<file path="src/rtl/music_pkg.sv">
// Shared types and constants for the music player playback chain.
package music_pkg;

  localparam int unsigned SONG_W = 4;
  localparam int unsigned HOLD_W = 4;

  localparam int unsigned DEFAULT_NUM_SONGS    = 16;
  localparam int unsigned DEFAULT_RESET_CYCLES = 2;

  typedef enum logic [2:0] {
    StIdle,
    StLoad,
    StPlaying,
    StPaused,
    StDone
  } play_state_e;

  // Next song index, wrapping from the last valid song back to 0.
  function automatic logic [SONG_W-1:0] next_song(input logic [SONG_W-1:0] cur,
                                                  input int unsigned num_songs);
    if (cur == SONG_W'(num_songs - 1)) begin
      return '0;
    end
    return cur + 1'b1;
  endfunction

endpackage

</file>
<file path="src/rtl/hold_timer.sv">
// Loadable down-counter with a zero flag; times the reset_player hold in LOAD.
module hold_timer
  import music_pkg::*;
#(
  parameter int unsigned CNT_W = HOLD_W
) (
  input  logic             clk,
  input  logic             reset,
  input  logic             load,
  input  logic [CNT_W-1:0] load_value,
  input  logic             dec,
  output logic             zero
);

  logic [CNT_W-1:0] cnt_q;

  // Load has priority over decrement; the count saturates at zero.
  always_ff @(posedge clk) begin
    if (reset) begin
      cnt_q <= '0;
    end else if (load) begin
      cnt_q <= load_value;
    end else if (dec && (cnt_q != '0)) begin
      cnt_q <= cnt_q - 1'b1;
    end
  end

  assign zero = (cnt_q == '0);

endmodule

</file>
<file path="src/rtl/song_select_ctrl.sv">
// Playback controller: turns keypad selections, play/pause and song_done into
// play / reset_player / song for the song reader and note distributor.
// Optional feature macro: SONG_AUTO_ADVANCE_EN (song_done advances to the next song).
module song_select_ctrl
  import music_pkg::*;
#(
  parameter int unsigned NUM_SONGS    = DEFAULT_NUM_SONGS,
  parameter int unsigned RESET_CYCLES = DEFAULT_RESET_CYCLES
) (
  input  logic              clk,
  input  logic              reset,
  input  logic [SONG_W-1:0] keypad_value,
  input  logic              keypad_strobe,
  input  logic              play_button,
  input  logic              color_changing,
  input  logic              song_done,
  output logic              play,
  output logic              reset_player,
  output logic [SONG_W-1:0] song,
  output logic              busy
);

  // Counter reaching zero marks the last LOAD cycle, hence RESET_CYCLES-1.
  localparam logic [HOLD_W-1:0] HoldInit = HOLD_W'(RESET_CYCLES - 1);

  play_state_e       state_q, state_d;
  logic [SONG_W-1:0] song_q, song_d;
  logic              play_q, play_d;
  logic              rst_player_q, rst_player_d;
  logic              busy_q, busy_d;

  logic key_accept;
  logic timer_load;
  logic timer_dec;
  logic timer_zero;

  // Widen by one bit so NUM_SONGS=16 accepts every key code.
  assign key_accept = keypad_strobe && !color_changing &&
                      ({1'b0, keypad_value} < (SONG_W + 1)'(NUM_SONGS));

  hold_timer #(
    .CNT_W (HOLD_W)
  ) u_hold_timer (
    .clk        (clk),
    .reset      (reset),
    .load       (timer_load),
    .load_value (HoldInit),
    .dec        (timer_dec),
    .zero       (timer_zero)
  );

  // State register plus registered outputs.
  always_ff @(posedge clk) begin
    if (reset) begin
      state_q      <= StIdle;
      song_q       <= '0;
      play_q       <= 1'b0;
      rst_player_q <= 1'b0;
      busy_q       <= 1'b0;
    end else begin
      state_q      <= state_d;
      song_q       <= song_d;
      play_q       <= play_d;
      rst_player_q <= rst_player_d;
      busy_q       <= busy_d;
    end
  end

  // Next state: accepted key beats song_done, which beats play_button.
  always_comb begin
    state_d    = state_q;
    song_d     = song_q;
    timer_load = 1'b0;
    timer_dec  = 1'b0;
    if (key_accept) begin
      state_d    = StLoad;
      song_d     = keypad_value;
      timer_load = 1'b1;
    end else begin
      case (state_q)
        StLoad: begin
          if (timer_zero) begin
            state_d = StPlaying;
          end else begin
            timer_dec = 1'b1;
          end
        end
        StPlaying: begin
          if (song_done) begin
`ifdef SONG_AUTO_ADVANCE_EN
            song_d     = next_song(song_q, NUM_SONGS);
            state_d    = StLoad;
            timer_load = 1'b1;
`else
            state_d = StDone;
`endif
          end else if (play_button) begin
            state_d = StPaused;
          end
        end
        StPaused: begin
          if (play_button) begin
            state_d = StPlaying;
          end
        end
        StIdle, StDone: begin
          // Replay the current song.
          if (play_button) begin
            state_d    = StLoad;
            timer_load = 1'b1;
          end
        end
        default: state_d = StIdle;
      endcase
    end
  end

  // Outputs decoded from the next state so they register alongside it.
  always_comb begin
    play_d       = (state_d == StPlaying);
    rst_player_d = (state_d == StLoad);
    busy_d       = (state_d == StLoad);
  end

  assign play         = play_q;
  assign reset_player = rst_player_q;
  assign song         = song_q;
  assign busy         = busy_q;

endmodule

</file>
<file path="config.mk">
export PLATFORM = sky130hd
export DESIGN_NAME = song_select_ctrl
export DESIGN_NICKNAME = d
export VERILOG_FILES = /design/src/rtl/music_pkg.sv /design/src/rtl/hold_timer.sv /design/src/rtl/song_select_ctrl.sv
export SDC_FILE = /design/constraint.sdc
export NUM_CORES = 1
export LEC_CHECK = 0
export ABC_CLOCK_PERIOD_IN_PS = 4600
export CAP_MARGIN = 10
export CORE_UTILIZATION = 48
export CTS_BUF_LIST = sky130_fd_sc_hd__clkbuf_16
export DETAILED_ROUTE_END_ITERATION = 12
export PLACE_DENSITY_LB_ADDON = 0.1
export SYNTH_ARGS = -nofsm -noshare
export SYNTH_HDL_FRONTEND = slang
export SYNTH_SLANG_ARGS = --single-unit
</file>
<file path="constraint.sdc">
create_clock -name clk -period 4.6 [get_ports clk]
set_clock_uncertainty 0.2 [all_clocks]
set_input_delay 0.92 -clock clk [delete_from_list [all_inputs] [get_ports clk]]
set_output_delay 0.92 -clock clk [all_outputs]
set_load 0.02 [all_outputs]
</file>
==> summary.txt, run 1 <==
Run status
  • Status: complete, no violations

Final layout
  • Commonest non-fill, non-tap cell in the layout: clkdlybuf4s50_1
  • Final Net Count: 96
  • Diodes inserted: 0
  • Commonest non-fill, non-tap cells in the layout: clkdlybuf4s50_1, dfxtp_1, nand2_1
  • Share of cells above drive strength 1: 0.1190
  • Post-route cell area: 864.6 um2
  • Final Non-Filler Cells: 98
  • Area Growth Syn to Fin: 38.48%

Clocking
  • Setup bufs post-CTS: 0
  • Clk sinks: 13
  • PostCTS Resize Cnt: 0
  • Clock slew at reported path FFs: roughly 40 ps
  • Hold buffer count at CTS: 0
  • TritonCTS clock tree: yes
  • H-tree level count: 1
  • Maximum clock path buffer count: 2
  • CTS root buf: clkbuf_16
  • Worst skew pair latency: 240 ps
  • Total CTS buffers: 3

Worst setup path
  • Cells on worst reg2reg path: 6
  • FF-to-FF End: play
  • Critical path's slowest cell: nor2b_1
  • WP buf/inv: 1
  • WP data arrival: 2660 ps
  • Critical R2R Launch: u_hold_timer.cnt_q[0]
  • Startpoint Class: input pin
  • Critical path's largest stage delay: 670 ps
  • Worst Setup End Kind: flip-flop
  • Crit-path max FO: 11
  • CP delay by family, top: simple AND/OR/NAND/NOR gates
  • Setup CP Type: input pin to flip-flop
  • Req. time, crit path: roughly 4600 ps
  • CP cell instances: clkdlybuf4s50_1, nor2b_1, nor2_1, a31oi_4, nor3b_2
  • Reg2reg setup slack: ~2800 ps

Routing
  • Vias per cell: 5.490
  • Vias: 538
  • DRC: 0
  • Drt first pass iters: 4
  • Routed Antenna Nets: 0
  • WL per Instance: 12.62 um
  • DRT Wirelength: between 1 and 1.5 mm
  • Initial DRC Count: 8

Yosys
  • Avg Cell Area, Syn: 9.319 um2
  • Post-synth cell types: 30
  • Sequential-to-total area share from yosys stat: 0.4168
  • Netlist Area Pre-Place: 624.3 um2
  • Syn. warnings: 0
  • Syn nets: 78
  • Synth Instances: 67
  • FF+latch count, synth: 13

Power
  • Pleak: 0.0003184 uW
  • Register share of total power: 0.361
  • Comb power frac: 0.182
  • Max IR drop VDD: approximately 0.26 mV
  • P_int: between 200 and 300 uW
  • Switching power: 82.74 uW
  • Power Dens Cells: a little over 400 mW/mm2
  • Switch share: 0.2364
  • Clk pwr share: 0.457

Worst hold path
  • Hold crit path type: flip-flop to flip-flop
  • Hold Crit Start: song[0]
  • Worst hold stages: 2
  • Hold endpoint: song[0]

GRT
  • Final global-route overflow total: 0
  • GRT Max-Usage Layer: met2
  • Met2 usage: 0.3347
  • Met3 usage: 0.05814
  • GR Layer Usage met1: 0.2945
  • Number of global-route vias before repair: 528
  • Largest net degree at the start of global routing: 12
  • First-pass GRT wire length: 2.263 mm
  • Global Route Usage Sum: 0.2270
  • Antenna violations before repair: 0

Floorplan
  • Initial core utilization: 0.5400
  • Area of the die: 0.001449 mm2
  • Chip Height: 38.07 um
  • Row Count: 12
  • Core footprint: 0.001156 mm2
  • Die X: 38.07 um
  • I/O pins: 17

Placed design
  • Cell total after placement: between 90 and 100
  • Port buffer count: 16
  • GP Congestion: 0.7578
  • HPWL after DPL: between 800 and 900 um
  • Placed Area: 785.8 um2

STA
  • Final count of pins violating max slew: 0
  • Fin crit share: 0.5872
  • Final Hold Vio Count: 0
  • RSZ-0062 raised after global routing: no
  • Slew @ Worst Pin: 831.5 ps
  • Slew HR: 0.4445
  • Setup violators final: 0
  • Total negative slack: 0 ps
  • FMAX: 0.3702 GHz
  • Post-layout min period: 2701 ps

Run
  • Max-Cap Viols: 0
-- per-stage QoR --
stage          utilization  power, uW  hold WS [ps]  setup slack (ps)
2_1_floorplan            -      170.0         280.6              2608
3_3_place_gp        0.6797      189.4         246.0              1790
3_5_place_dp        0.6797      190.4         249.4              1734
5_1_grt             0.7478      364.7         281.6              1751
4_1_cts             0.7478      352.1         258.3              1912
6_report            0.7478      350.1         255.7              1899
-- power groups by stage --
stage	Combinational [uW]	Clock (uW)	Sequential (uW)
detailed placement	62.3	0	128
floorplan	39.1	0	131
global placement	61.6	0	128
global route	70.0	168	127
CTS	63.5	162	126
finish	63.7	160	126
-- per-layer routing --
metal | vias to the layer above | part of all wire
li1 | 271 | -
met2 | 19 | 0.43
met1 | 244 | 0.50
met4 | 0 | 0.020
met3 | 4 | 0.044
met5 | - | 0
-- cells in the mapped netlist --
cell,n,share of area
dfxtp_1,13,0.42
nand2_1,8,0.048
a21oi_1,5,0.040
nor2_1,5,0.030
inv_1,3,0.018
nor2b_1,3,0.030
nand2b_1,2,0.020
nand4_1,2,0.020
nor3_1,2,0.016
nor3b_1,2,0.024
nor4_1,2,0.020
xor2_1,2,0.028
a211oi_1,1,0.012
a22oi_1,1,0.012
a2bb2oi_2,1,0.024
a31oi_1,1,0.010
a31oi_4,1,0.034
and3b_1,1,0.014
buf_2,1,0.0080
buf_4,1,0.012
clkbuf_1,1,0.0060
ha_1,1,0.020
nand2_2,1,0.010
nor3_4,1,0.026
nor3b_2,1,0.020
nor3b_4,1,0.030
o21ai_1,1,0.0080
or3_1,1,0.010
or3b_4,1,0.018
xnor2_1,1,0.014
-- flip-flops by register name, summed over array words and instances (netlist names) --
register	count
play	1
state_q	3
u_hold_timer.cnt_q	4
song	4
busy	1
-- worst reg2reg max path, cell delays in order, from the launching register on --
cell	delay, ps
dfxtp_1	310
inv_1	90
ha_1	170
or3b_4	420
a2bb2oi_2	170
nor3_4	170
and3b_1	190
-- cell type report --
type | count | area, um2
Timing Repair Buffer | 16 | 160.2
Inverter | 3 | 11.26
Sequential cell | 13 | 260.3
Tap cell | 14 | 17.52
Clock inverter | 1 | 3.754
Clock buffer | 3 | 75.07
Fill cell | 86 | 291.5
Multi-Input combinational cell | 48 | 336.6
-- logic make-up (layout without fill, tap and decap cells) --
logic type,count (synthesis),after routing,share of synthesized area
AO/OA/AOI/OAI,11,11,0.1403
XOR/XNOR,3,3,0.04209
adder cells (fa/ha/maj),1,1,0.02004
buffers and inverters,6,23,0.04408
flip-flops,13,13,0.4168
AND/OR/NAND/NOR,33,33,0.3367
-- worst max-delay path by stage --
stage          depth (start not counted)           from   end  slack [ps]
2_1_floorplan                          3          reset  play        2610
3_3_place_gp                           5  keypad_strobe  busy        1790
3_5_place_dp                           5  keypad_strobe  busy        1730
4_1_cts                                5  keypad_strobe  busy        1910
5_1_grt                                5  keypad_strobe  busy        1750
6_report                               5  keypad_strobe  busy        1900
Power figures use the tool's default switching activity.
==> run 2: changes to the inputs <==
- ABC_CLOCK_PERIOD_IN_PS: 4600 -> 2770
- CORE_UTILIZATION: 48 -> 45
- clock period: 4.6 -> 2.77 ns (I/O delays scaled with it)
==> summary.txt, run 2 (synthesis results as in run 1) <==
Run status
  • Status: complete, no violations

Power
  • Power Dens Cells: 661.2 mW/mm2
  • Pleak: 0.0003283 uW
  • Max IR drop VDD: slightly above 0.4 mV

Clocking
  • Clock slew at reported path FFs: ~50 ps
  • TritonCTS clock tree: yes
  • Total CTS buffers: 3
  • Clk sinks: 13
  • Worst skew pair latency: 240 ps
  • Setup bufs post-CTS: 0
  • Maximum clock path buffer count: 2
  • Hold buffer count at CTS: 0
  • PostCTS Resize Cnt: 0
  • H-tree level count: 1
  • CTS root buf: clkbuf_16

STA
  • RSZ-0062 raised after global routing: no
  • Final count of pins violating max slew: 0
  • FMAX: about 0.52 GHz
  • Slew @ Worst Pin: 289.6 ps
  • Post-layout min period: 1922 ps
  • Fin crit share: 0.6937
  • Final Hold Vio Count: 0
  • Setup violators final: 0
  • Total negative slack: 0 ps
  • Slew HR: 0.8067

Routing
  • Drt first pass iters: 4
  • WL per Instance: 12.15 um
  • DRC: 0
  • Routed Antenna Nets: 0
  • Vias: 515
  • Vias per cell: 5.099
  • DRT Wirelength: 1.227 mm
  • Initial DRC Count: 3

Run
  • Max-Cap Viols: 0

Worst setup path
  • Setup CP Type: flip-flop to output port
  • Worst Setup End Kind: output port
  • Startpoint Class: flip-flop
  • Critical path's slowest cell: clkdlybuf4s50_1
  • WP data arrival: 1170 ps
  • WP buf/inv: 1
  • Critical path's largest stage delay: 600 ps
  • Crit-path max FO: 2
  • CP delay by family, top: buffers and inverters
  • CP cell instances: clkdlybuf4s50_1
  • Req. time, crit path: 2020 ps

Floorplan
  • Chip Height: 39.25 um
  • Area of the die: between 0.0015 and 0.002 mm2
  • Die X: 39.25 um
  • Row Count: 13
  • Initial core utilization: 0.4798
  • Core footprint: between 0.001 and 0.0015 mm2
  • I/O pins: 17

Final layout
  • Post-route cell area: 880.8 um2
  • Commonest non-fill, non-tap cells in the layout: clkdlybuf4s50_1, dfxtp_1, nand2_1
  • Share of cells above drive strength 1: 0.1395
  • Final Net Count: 98
  • Diodes inserted: 0
  • Commonest non-fill, non-tap cell in the layout: clkdlybuf4s50_1
  • Area Growth Syn to Fin: 41.08%

GRT
  • First-pass GRT wire length: 1.966 mm
  • Number of global-route vias before repair: 451
  • Global Route Usage Sum: 0.1940
  • Final global-route overflow total: 0
  • Antenna violations before repair: 0
  • Largest net degree at the start of global routing: 10

Worst hold path
  • Hold crit path type: flip-flop to flip-flop

Placed design
  • HPWL after DPL: 876.6 um
  • Placed Area: 802.0 um2
  • Port buffer count: 16
  • GP Congestion: 0.7914
-- run 2: cell count changes in the layout (fill, tap and decap cells not counted) --
cell | previous run | this run
buf_4 | 0 | 2
-- run 2: routing by layer --
layer,up-vias,GRT usage,share of wire
li1,271,-,-
met1,233,0.2431,0.50
met2,11,0.3125,0.47
met3,0,0.06818,0.030
met4,0,0.05172,0
met5,-,0,0
-- run 2: worst paths after layout --
check / from / to / slack, ps / cells past startpoint
worst max-delay path: song[2] / song[2] / 850 / 1
worst min-delay path: song[1] / song[1] / 250 / 2
worst max register to register: u_hold_timer.cnt_q[0] / play / 1050 / 6
worst min register to register: song[1] / song[1] / 250 / 2
-- run 2: power by group --
part	switching, uW	internal [uW]
sequential	10.3	199
clock	75.4	190
combinational	51.0	56.5
-- run 2: layout make-up --
cell class,instances,area (um2)
Fill cell,109,420.4
Sequential cell,13,260.3
Timing Repair Buffer,18,175.2
Clock inverter,1,3.754
Clock buffer,3,75.07
Inverter,3,11.26
Multi-Input combinational cell,48,336.6
Tap cell,15,18.77
-- run 2: through the flow --
step | power (uW) | setup slack [ps] | hold slack, ps | instances | utilization
after global routing | 609.4 | 796.5 | 282.3 | 101 | 0.6769
after floorplan | 282.2 | 1144 | 280.6 | 67 | -
final | 582.4 | 848.4 | 253.2 | 101 | 0.6769
after detailed placement | 319.7 | 711.4 | 247.5 | 97 | 0.6163
after CTS | 585.6 | 849.8 | 252.9 | 101 | 0.6769
after global placement | 317.7 | 698.8 | 242.1 | 97 | 0.6163
-- run 2: worst reg2reg max path, cell delays in order, from the launching register on --
cell and delay [ps]:
dfxtp_1 310, inv_1 100, ha_1 160, or3b_4 420
a2bb2oi_2 170, nor3_4 150, and3b_1 160
==> run 3: changes to the inputs <==
- ABC_CLOCK_PERIOD_IN_PS: 2770 -> 1900
- clock period: 2.77 -> 1.9 ns (I/O delays scaled with it)
==> summary.txt, run 3 (synthesis results as in run 1) <==
Power
  • Pleak: 0.0003424 uW
  • Power Dens Cells: 942.3 mW/mm2
  • Max IR drop VDD: approximately 0.4 mV

Worst setup path
  • Setup CP Type: flip-flop to output port
  • Critical R2R Launch: u_hold_timer.cnt_q[0]
  • Crit-path max FO: 2
  • Critical path's slowest cell: clkdlybuf4s50_1
  • Critical path's largest stage delay: 610 ps
  • WP data arrival: 1170 ps
  • CP delay by family, top: buffers and inverters
  • Worst Setup End Kind: output port
  • Req. time, crit path: 1320 ps
  • WP buf/inv: 1
  • Worst Setup SP: song[1]
  • Startpoint Class: flip-flop
  • CP cell instances: clkdlybuf4s50_1

Clocking
  • TritonCTS clock tree: yes
  • Setup bufs post-CTS: 0
  • CTS root buf: clkbuf_16
  • Clk sinks: 13
  • Hold buffer count at CTS: 0
  • PostCTS Resize Cnt: 0
  • Clock slew at reported path FFs: 40 ps
  • Worst skew pair latency: 240 ps
  • H-tree level count: 1
  • Maximum clock path buffer count: 2
  • Total CTS buffers: 3

Routing
  • WL per Instance: 12.78 um
  • Initial DRC Count: 3
  • Routed Antenna Nets: 0
  • DRC: 0
  • Drt first pass iters: 4
  • Vias: 544
  • DRT Wirelength: 1.329 mm
  • Vias per cell: ~5.2

Final layout
  • Fillers: around 110
  • Diodes inserted: 0
  • Share of cells above drive strength 1: 0.1685
  • Commonest non-fill, non-tap cell in the layout: clkdlybuf4s50_1
  • Final Non-Filler Cells: roughly 100
  • Area Growth Syn to Fin: 44.69%
  • Post-route cell area: 903.4 um2
  • Final Net Count: 101
  • Commonest non-fill, non-tap cells in the layout: clkdlybuf4s50_1, dfxtp_1, nand2_1
  • Final core area utilization: 0.6942

GRT
  • Met2 usage: 0.3583
  • Largest net degree at the start of global routing: 9
  • Antenna violations before repair: 0
  • Met3 usage: 0.05114
  • GRT Max-Usage Layer: met2
  • GR Layer Usage met1: 0.2413
  • Number of global-route vias before repair: 511
  • First-pass GRT wire length: 2.090 mm
  • Global Route Usage Sum: 0.2136
  • Final global-route overflow total: 0

STA
  • Total negative slack: 0 ps
  • FMAX: 0.5724 GHz
  • Slew @ Worst Pin: 289.8 ps
  • RSZ-0062 raised after global routing: no
  • Setup violators final: 0
  • Final count of pins violating max slew: 0
  • Fin crit share: 0.9195
  • Slew HR: 0.8055
  • Final Hold Vio Count: 0
  • Post-layout min period: around 1700 ps

Run
  • Max-Cap Viols: 0

Floorplan
  • Core footprint: approximately 0.0013 mm2
  • Row Count: 13
  • Die X: 39.25 um
  • Chip Height: 39.25 um
  • I/O pins: 17
  • Initial core utilization: 0.4798
  • Area of the die: between 0.0015 and 0.002 mm2

Run status
  • Status: complete, no violations

Worst hold path
  • Hold Crit Start: song[3]
  • Hold crit path type: flip-flop to flip-flop

Placed design
  • Cell total after placement: 100
  • GP Congestion: 0.7621
  • Placed Area: 824.5 um2
  • Port buffer count: 16
  • HPWL after DPL: 945.1 um
[run 3: area by class of cell]
cell class / instances / area, um2 / area share
multi-input combinational: 48 / 336.6 / 0.3726
tap: 15 / 18.77 / 0.02078
sequential: 13 / 260.3 / 0.2881
clock inverter: 1 / 3.754 / 0.004155
clock buffer: 3 / 75.07 / 0.08310
inverter: 3 / 11.26 / 0.01247
timing repair buffer: 21 / 197.7 / 0.2188
[run 3: path summary, 6_finish.rpt]
check / endpoint / slack (ps) / cells past startpoint
max: song[1] / 150 / 1
min: song[3] / 250 / 2
max reg2reg: play / 160 / 6
min reg2reg: song[3] / 250 / 2
[run 3: worst register-to-register path, delay by kind of cell (launching register included)]
kind / cells / cell delay (ps)
buffers and inverters: 1 / 90
adders and majority gates: 1 / 170
and+or+nand+nor: 3 / 760
AOI/OAI and AO/OA: 1 / 170
DFF: 1 / 300
[run 3: report_power, final]
group | internal [uW] | switching, uW | total, uW
logic | 87.6 | 76.6 | 164
registers | 291 | 14.3 | 305
clock network | 276 | 106 | 382
total | 655 | 197 | 851
[run 3: per-stage QoR]
step | power (uW) | hold slack (ps) | worst slack [ps]
after detailed placement | 472.1 | 249.4 | 5.322
final | 851.2 | 251.7 | 153.0
after floorplan | 411.5 | 280.6 | 282.3
after global placement | 469.6 | 242.4 | 32.30
after global routing | 887.8 | 280.6 | 75.11
after CTS | 857.4 | 255.1 | 142.8
[run 3: per-layer routing]
metal,share of wire,vias up
li1,-,278
met1,0.46,253
met2,0.50,11
met3,0.029,2
met4,0.0090,0
met5,0,-
